### src/rtl/bmult_dot_acc.sv
// Dot-product accumulator behind the 6x6 multiplier: sums N_TERMS products and hands the result out on a valid/ready port.
// Build option: define BMULT_DOT_ACC_SAT_EN for saturating adds and the sat_flag output.
//
// state   | meaning
// S_ACCUM | no result held, sum_out is stale
// S_FULL  | result held on sum_out, waiting for sum_ready
module bmult_dot_acc #(
    parameter int PW      = 12,
    parameter int N_TERMS = 4,
    parameter int ACC_W   = 14,
    localparam int CW     = (N_TERMS > 1) ? $clog2(N_TERMS) : 1
) (
    input  logic             clk,
    input  logic             rst_n,
    input  logic [PW-1:0]    p_in,
    input  logic             p_valid,
    output logic             p_ready,
    input  logic             clear,
    output logic [ACC_W-1:0] sum_out,
    output logic             sum_valid,
    input  logic             sum_ready,
    output logic [CW-1:0]    term_cnt
`ifdef BMULT_DOT_ACC_SAT_EN
    ,
    output logic             sat_flag
`endif
);

    typedef enum logic {
        S_ACCUM = 1'b0,
        S_FULL  = 1'b1
    } state_t;

    state_t           r_state;
    logic [ACC_W-1:0] r_acc;
    logic [ACC_W-1:0] r_sum;
    logic [CW-1:0]    r_cnt;

    logic             w_accept;
    logic             w_drain;
    logic             w_last;
    logic             w_complete;
    logic [ACC_W-1:0] w_p_ext;
    logic [ACC_W-1:0] w_base;
    logic [ACC_W-1:0] w_sum;

    assign w_p_ext    = ACC_W'(p_in);
    assign w_base     = (r_cnt == '0) ? '0 : r_acc;
    assign w_last     = (r_cnt == CW'(N_TERMS - 1));
    assign p_ready    = (r_state == S_ACCUM) | sum_ready;
    assign w_accept   = p_valid & p_ready;
    assign w_drain    = (r_state == S_FULL) & sum_ready;
    assign w_complete = w_accept & w_last & ~clear;

`ifdef BMULT_DOT_ACC_SAT_EN
    logic             r_sat_part;
    logic             r_sat_flag;
    logic [ACC_W:0]   w_raw;
    logic [PW-1:0]    w_p_hi;
    logic             w_sat;
    logic             w_sat_any;

    // A product wider than the accumulator also counts as saturating.
    assign w_p_hi    = p_in >> ACC_W;
    assign w_raw     = {1'b0, w_base} + {1'b0, w_p_ext};
    assign w_sat     = w_raw[ACC_W] | (|w_p_hi);
    assign w_sum     = w_sat ? '1 : w_raw[ACC_W-1:0];
    assign w_sat_any = w_sat | ((r_cnt != '0) & r_sat_part);
    assign sat_flag  = r_sat_flag;

    always_ff @(posedge clk or negedge rst_n) begin
        if (!rst_n) begin
            r_sat_part <= 1'b0;
            r_sat_flag <= 1'b0;
        end else if (clear) begin
            r_sat_part <= 1'b0;
        end else if (w_accept) begin
            if (w_last) begin
                r_sat_flag <= w_sat_any;
                r_sat_part <= 1'b0;
            end else begin
                r_sat_part <= w_sat_any;
            end
        end
    end
`else
    assign w_sum = w_base + w_p_ext;
`endif

    always_ff @(posedge clk or negedge rst_n) begin
        if (!rst_n) begin
            r_state <= S_ACCUM;
            r_acc   <= '0;
            r_sum   <= '0;
            r_cnt   <= '0;
        end else begin
            // clear aborts only the partial sum; a held result is untouched
            if (clear) begin
                r_acc <= '0;
                r_cnt <= '0;
            end else if (w_accept) begin
                if (w_last) begin
                    r_sum <= w_sum;
                    r_acc <= '0;
                    r_cnt <= '0;
                end else begin
                    r_acc <= w_sum;
                    r_cnt <= r_cnt + CW'(1);
                end
            end

            case (r_state)
                S_ACCUM: if (w_complete) r_state <= S_FULL;
                S_FULL:  if (w_drain && !w_complete) r_state <= S_ACCUM;
                default: r_state <= S_ACCUM;
            endcase
        end
    end

    assign sum_valid = (r_state == S_FULL);
    assign sum_out   = r_sum;
    assign term_cnt  = r_cnt;

endmodule

### config.mk
export PLATFORM = sky130hd
export DESIGN_NAME = bmult_dot_acc
export DESIGN_NICKNAME = d
export VERILOG_FILES = /design/src/rtl/bmult_dot_acc.sv
export SDC_FILE = /design/constraint.sdc
export NUM_CORES = 1
export LEC_CHECK = 0
export CAP_MARGIN = 20
export CORE_ASPECT_RATIO = 2
export CORE_UTILIZATION = 40
export DETAILED_ROUTE_END_ITERATION = 10
export GPL_ROUTABILITY_DRIVEN = 0
export MAX_ROUTING_LAYER = met4
export PLACE_DENSITY = 0.68
export SETUP_SLACK_MARGIN = 0.5
export SLEW_MARGIN = 20
export SYNTH_ARGS = -nofsm -noshare
export SYNTH_HDL_FRONTEND = slang
export SYNTH_SLANG_ARGS = --single-unit
### constraint.sdc
create_clock -name clk -period 3.5 [get_ports clk]
set_clock_uncertainty 0.15 [all_clocks]
set_input_delay 0.7 -clock clk [delete_from_list [all_inputs] [get_ports clk]]
set_output_delay 0.7 -clock clk [all_outputs]
set_load 0.02 [all_outputs]
==> flow_summary.yaml, run 1 <==
clock_tree:
  hold_buffers: 0
  cts_root_buf: "clkbuf_8"
  cts_tree: "built"
  tritoncts.num_buffers: 5
  clockBufferDepth: 2
  worstSkewPairLatency_ns: 0.30
  path_clk_slew_ns: 0.07
  cts_sinks: 31
  cts_max_level: 2
global_route:
  grt.overflow.total: 0
  grt_pass1_vias: 1660
  antenna_found_initial: 0
  grt_max_degree: 32
  grt_usage_pct: 20.5
  grt_pass1_wl_mm: 7.69
synth:
  synth_top_area_share_pct: 38.0
  yosysTopAreaCell: "dfrtp_1"
  synth_area_sq_um: 2040
  netlist_instances: 206
  ys_warn_count: 0
  ys.flop_type: "dfrtp_1"
  synth-edff-count: 0
  ys_types: 49
  synth_area_leaders: "dfrtp_1 38%, ha_1 8.6%, mux2_2 5.5%"
  syn_area_per_cell_sq_um: 9.91
  synth_nets: 238
  seq_area_frac_synth_pct: 38.0
  yosys_register_bits: 31
  async_reset_ff_share_pct: 100
placement:
  postPlaceCellArea_sq_um: 2430
  dp_cells: 291
  place_hpwl_mm: 3.42
  numPortBuffers: 34
final_layout:
  fin_nets: 273
  drive_gt1_share_pct: 13.3
  design_area_sq_um: 2530
  syn2layout_area_growth_pct: 23.9
  finalNonFillerCells: 298
  n_antenna_cell: 0
worst_setup_path:
  path_max_fanout: 8
  required_ns: 2.65
  endpoint_kind: "output port"
  cp-startpoint: "sum_ready"
  crit_arrival_ns: 2.07
  startpoint_type: "input pin"
  critPathKind: "in2out"
  timing.rr.start: "term_cnt[0]"
drt:
  wl_mm: 4.76
  drc: 0
  wl_per_cell_microns: 16.0
  routed_via_density: 5.69
  drtIter0Drc: 24
  ant_nets: 0
  vias: 1695
  drt_first_pass_iters: 4
sta:
  setup_violations: 0
  finalHoldViolCount: 0
  min_period_ns: 2.92
  rsz0062_at_grt: "no"
  fmax_mhz: 343
  maxSlewViolCount: 0
  worst_pin_slew_ns: 0.440
  fin_tns_setup_ns: 0
  layout_worst_path_cycle_share_pct: 83.3
  whs_ns: 0.328
  slew-limit-headroom_pct: 70.5
power_and_ir_drop:
  power.leakage_nw: 1.13
  sequentialPowerShare_pct: 41.1
  power.density_cell_area_nw_per_um2: 412
  worst_ir_drop_vdd_v: 0.000338
  power.switching_w: 0.000326
  switching_share_pct: 31.3
  power.share.combinational_pct: 30.9
  internal-power_w: 0.000716
  pwr-share-clk_pct: 28.0
floorplanning:
  fp.dieW_microns: 52.5
  core_area_sq_um: 4860
  pin_count: 35
  start_util_pct: 41.9
  num_rows: 36
  die_h_microns: 103
  dieArea_sq_um: 5410
outcome:
  outcome: "completed"
flow_run:
  cap_violations: 0
min_path:
  hp-start: "sum_out[12]"
  min_path_type: "reg2reg"
-- cells by family (layout without fill, tap and decap cells) --
family | Yosys count | count (layout) | share of synthesized area, %
buf+inv | 16 | 51 | 3.62
mux | 13 | 13 | 6.99
simple gates | 68 | 68 | 18.5
compound gates | 56 | 56 | 20.3
flops | 31 | 31 | 38.0
fa+ha+maj | 15 | 15 | 9.56
xor+xnor | 7 | 7 | 3.00
-- placed cells by master, fill, tap and decap left out, drive strengths merged, types with 8 or more instances in the layout --
| cell type | count |
|---|---|
| ha | 14 |
| nand2 | 15 |
| clkdlybuf4s50 | 34 |
| nor2 | 8 |
| dfrtp | 31 |
| a22o | 10 |
| mux2 | 10 |
| o21ai | 8 |
| nor2b | 15 |
| a21oi | 17 |
| nor3 | 8 |
-- layout make-up --
cell class	instances	area, sq um
Sequential cell	31	776
Clock inverter	1	5.00
Inverter	5	18.8
Fill cell	471	2340
Tap cell	57	71.3
Multi-Input combinational cell	159	1200
Clock buffer	6	82.6
Timing Repair Buffer	39	378
-- critical path, stage by stage --
cell             delay, ns
clkdlybuf4s50_1       0.45
nand2b_1              0.26
clkdlybuf4s50_1       0.66
-- timing repair --
action                                 CTS  global route
buffers inserted                         0             0
gates resized for setup                  1             1
setup endpoints to repair                2             3
endpoints found under the hold margin    0             0
-- state kept, by name, summed over array words and instances (netlist names) --
register,flops
sum_out,14
r_acc,14
sum_valid,1
term_cnt,2
-- worst paths after layout --
| kind | slack [ns] | to | cells after the start |
|---|---|---|---|
| setup / recovery | 0.58 | p_ready | 3 |
| setup reg to reg | 0.65 | sum_out[8] | 10 |
| max in group asynchronous | 2.23 | sum_out[4] | 2 |
| min in group asynchronous | 0.65 | sum_out[10] | 2 |
| hold / removal | 0.33 | sum_out[12] | 2 |
| hold reg to reg | 0.33 | sum_out[12] | 2 |
-- Yosys cell counts, types with 3 or more instances --
master    instances
o21ai_0           6
inv_1             5
nand2_1          15
ha_1             14
a21oi_1          17
nor2b_1          15
buf_2             8
a22o_1            9
nor3_1            8
mux2_2           10
nor2_1            8
dfrtp_1          31
nand2b_1          4
mux2i_1           3
xnor2_1           5
and3_1            3
-- layer usage --
layer	global-route usage (%)	vias up	part of all wire, %	wire length, microns
li1	-	824	-	-
met1	20.3	839	38	1830
met2	36.8	26	57	2690
met3	3.98	6	2.7	130
met4	9.72	0	2.2	104
met5	-	-	0	0
-- power groups by stage --
stage,Clock (W),Combinational [W],Sequential (W)
2_1_floorplan,0,0.000152,0.000472
3_3_place_gp,0,0.000319,0.000434
3_5_place_dp,0,0.000322,0.000436
4_1_cts,0.000305,0.000324,0.000429
5_1_grt,0.000313,0.000351,0.000435
6_report,0.000292,0.000322,0.000428
-- through the flow --
| stage | power [W] | worst slack, ns | util [%] |
|---|---|---|---|
| after floorplan | 0.000624 | 0.729 | - |
| after global placement | 0.000753 | 0.458 | 50.1 |
| final | 0.00104 | 0.583 | 52.0 |
| after detailed placement | 0.000757 | 0.456 | 50.1 |
| after CTS | 0.00106 | 0.592 | 51.9 |
| after global routing | 0.00110 | 0.529 | 52.0 |
(Power assumes the default switching activity.)
==> run 2: changes to the inputs <==
- clock period: 3.5 -> 2.8 ns (I/O delays scaled with it)
==> flow_summary.yaml, run 2 (same netlist as run 1, synthesis figures left out) <==
power_and_ir_drop:
  power.leakage_nw: 1.29
  power.density_cell_area_nw_per_um2: 479
  worst_ir_drop_vdd_v: 0.000339
  total_power_w: 0.00145
sta:
  layout_setup_ws_ns: 0.258
  worst_pin_slew_ns: 0.410
  min_period_ns: 2.54
  fin_tns_setup_ns: 0
  layout_worst_path_cycle_share_pct: 90.8
  finalHoldViolCount: 0
  slew-limit-headroom_pct: 72.6
  setup_violations: 0
  maxSlewViolCount: 0
  fmax_mhz: 393
  rsz0062_at_grt: "yes"
worst_setup_path:
  crit_top_cell: "ha_4"
  critPathKind: "reg2reg"
  path_max_fanout: 8
  endpoint_kind: "flip-flop"
  slowest_stage: "dfrtp_2"
  crit_arrival_ns: 2.56
  worstPathCellList: "inv_2 -> ha_4 -> buf_6 -> nor2b_2 -> ha_4 -> a211oi_4 -> buf_4 -> o21bai_4 -> a221oi_4 -> xnor2_1 -> mux2_2"
  critPathMaxStageDelay_ns: 0.41
  startpoint_type: "flip-flop"
  required_ns: 2.82
floorplanning:
  pin_count: 35
  dieArea_sq_um: 5410
  fp.dieW_microns: 52.5
  core_area_sq_um: 4860
  num_rows: 36
  die_h_microns: 103
  start_util_pct: 41.9
final_layout:
  layout_commonest_cell: "clkdlybuf4s50_1"
  n_antenna_cell: 0
  finalNonFillerCells: 323
  fin_nets: 297
  final_util_pct: 62.3
  syn2layout_area_growth_pct: 48.6
  drive_gt1_share_pct: 36.8
  final_cell_mix: "33 x clkdlybuf4s50_1, 29 x dfrtp_1, 24 x buf_4"
drt:
  drtIter0Drc: 22
  drc: 0
  routed_via_density: 5.70
  wl_mm: 5.45
  ant_nets: 0
  drt_first_pass_iters: 4
  wl_per_cell_microns: 16.9
  vias: 1840
clock_tree:
  cts_max_level: 2
  hold_buffers: 0
  cts_sinks: 31
  cts_tree: "built"
  worstSkewPairLatency_ns: 0.29
  tritoncts.num_buffers: 5
  path_clk_slew_ns: 0.07
  cts_root_buf: "clkbuf_8"
  clockBufferDepth: 2
placement:
  dp_cells: 300
  place_ws_ns: 0.0358
  place_hpwl_mm: 3.60
  numPortBuffers: 34
flow_run:
  cap_violations: 0
global_route:
  grt_max_degree: 32
  grt_usage_pct: 22.3
  antenna_found_initial: 0
  grt_pass1_vias: 1887
  grt_pass1_wl_mm: 8.52
  grt.overflow.total: 0
outcome:
  outcome: "completed"
min_path:
  min_path_type: "reg2reg"
[run 2: critical path: cells and delay by family, from the launching register on]
kind / cells / cell delay (ns)
AOI/OAI and AO/OA: 3 / 0.61
xor gates and xnor gates: 1 / 0.11
adders and majority gates: 2 / 0.41
buffers and inverters: 3 / 0.41
DFF: 1 / 0.41
muxes: 1 / 0.27
and+or+nand+nor: 1 / 0.06
[run 2: metrics by stage]
| step | hold WS [ns] | area (sq um) |
|---|---|---|
| floorplan | 0.114 | 2100 |
| global placement | 0.313 | 2560 |
| detailed placement | 0.325 | 2560 |
| CTS | 0.343 | 2810 |
| global route | 0.378 | 3030 |
| finish | 0.340 | 3030 |
[run 2: worst paths after layout]
kind | to | slack, ns | depth (start not counted) | startpoint
worst max register to register | sum_out[7] | 0.26 | 11 | term_cnt[1]
max in group asynchronous | term_cnt[1] | 1.66 | 2 | rst_n
min in group asynchronous | sum_out[7] | 0.52 | 2 | rst_n
worst min-delay path | sum_out[12] | 0.34 | 2 | sum_out[12]
worst min register to register | sum_out[12] | 0.34 | 2 | sum_out[12]
worst max-delay path | sum_out[7] | 0.26 | 11 | term_cnt[1]
[run 2: power by group]
group	total, W	internal, W	leakage, nW	switching, W
Clock	0.000397	0.000223	0.0505	0.000173
Combinational	0.000519	0.000266	0.831	0.000253
Sequential	0.000537	0.000506	0.412	0.0000305
Total	0.00145	0.000996	1.29	0.000456
[run 2: what timing repair did]
action / in CTS / in global routing
setup buffers: 9 / 6
setup endpoints to repair: 20 / 20
pin swaps: 20 / 15
resized for setup: 20 / 34
[run 2: per-layer routing]
metal	vias to the layer above	global-route usage, %	wire length (microns)
met5	-	-	0
met4	0	10.9	267
met3	21	3.39	146
met2	47	40.8	3000
met1	894	21.7	2040
li1	878	-	-
[run 2: cell type report]
type,instances,area [sq um]
clock buffer,7,96.3
timing repair buffer,63,584
clock inverter,1,7.51
sequential,31,778
inverter,5,18.8
fill,403,1830
tap,57,71.3
multi-input combinational,159,1480
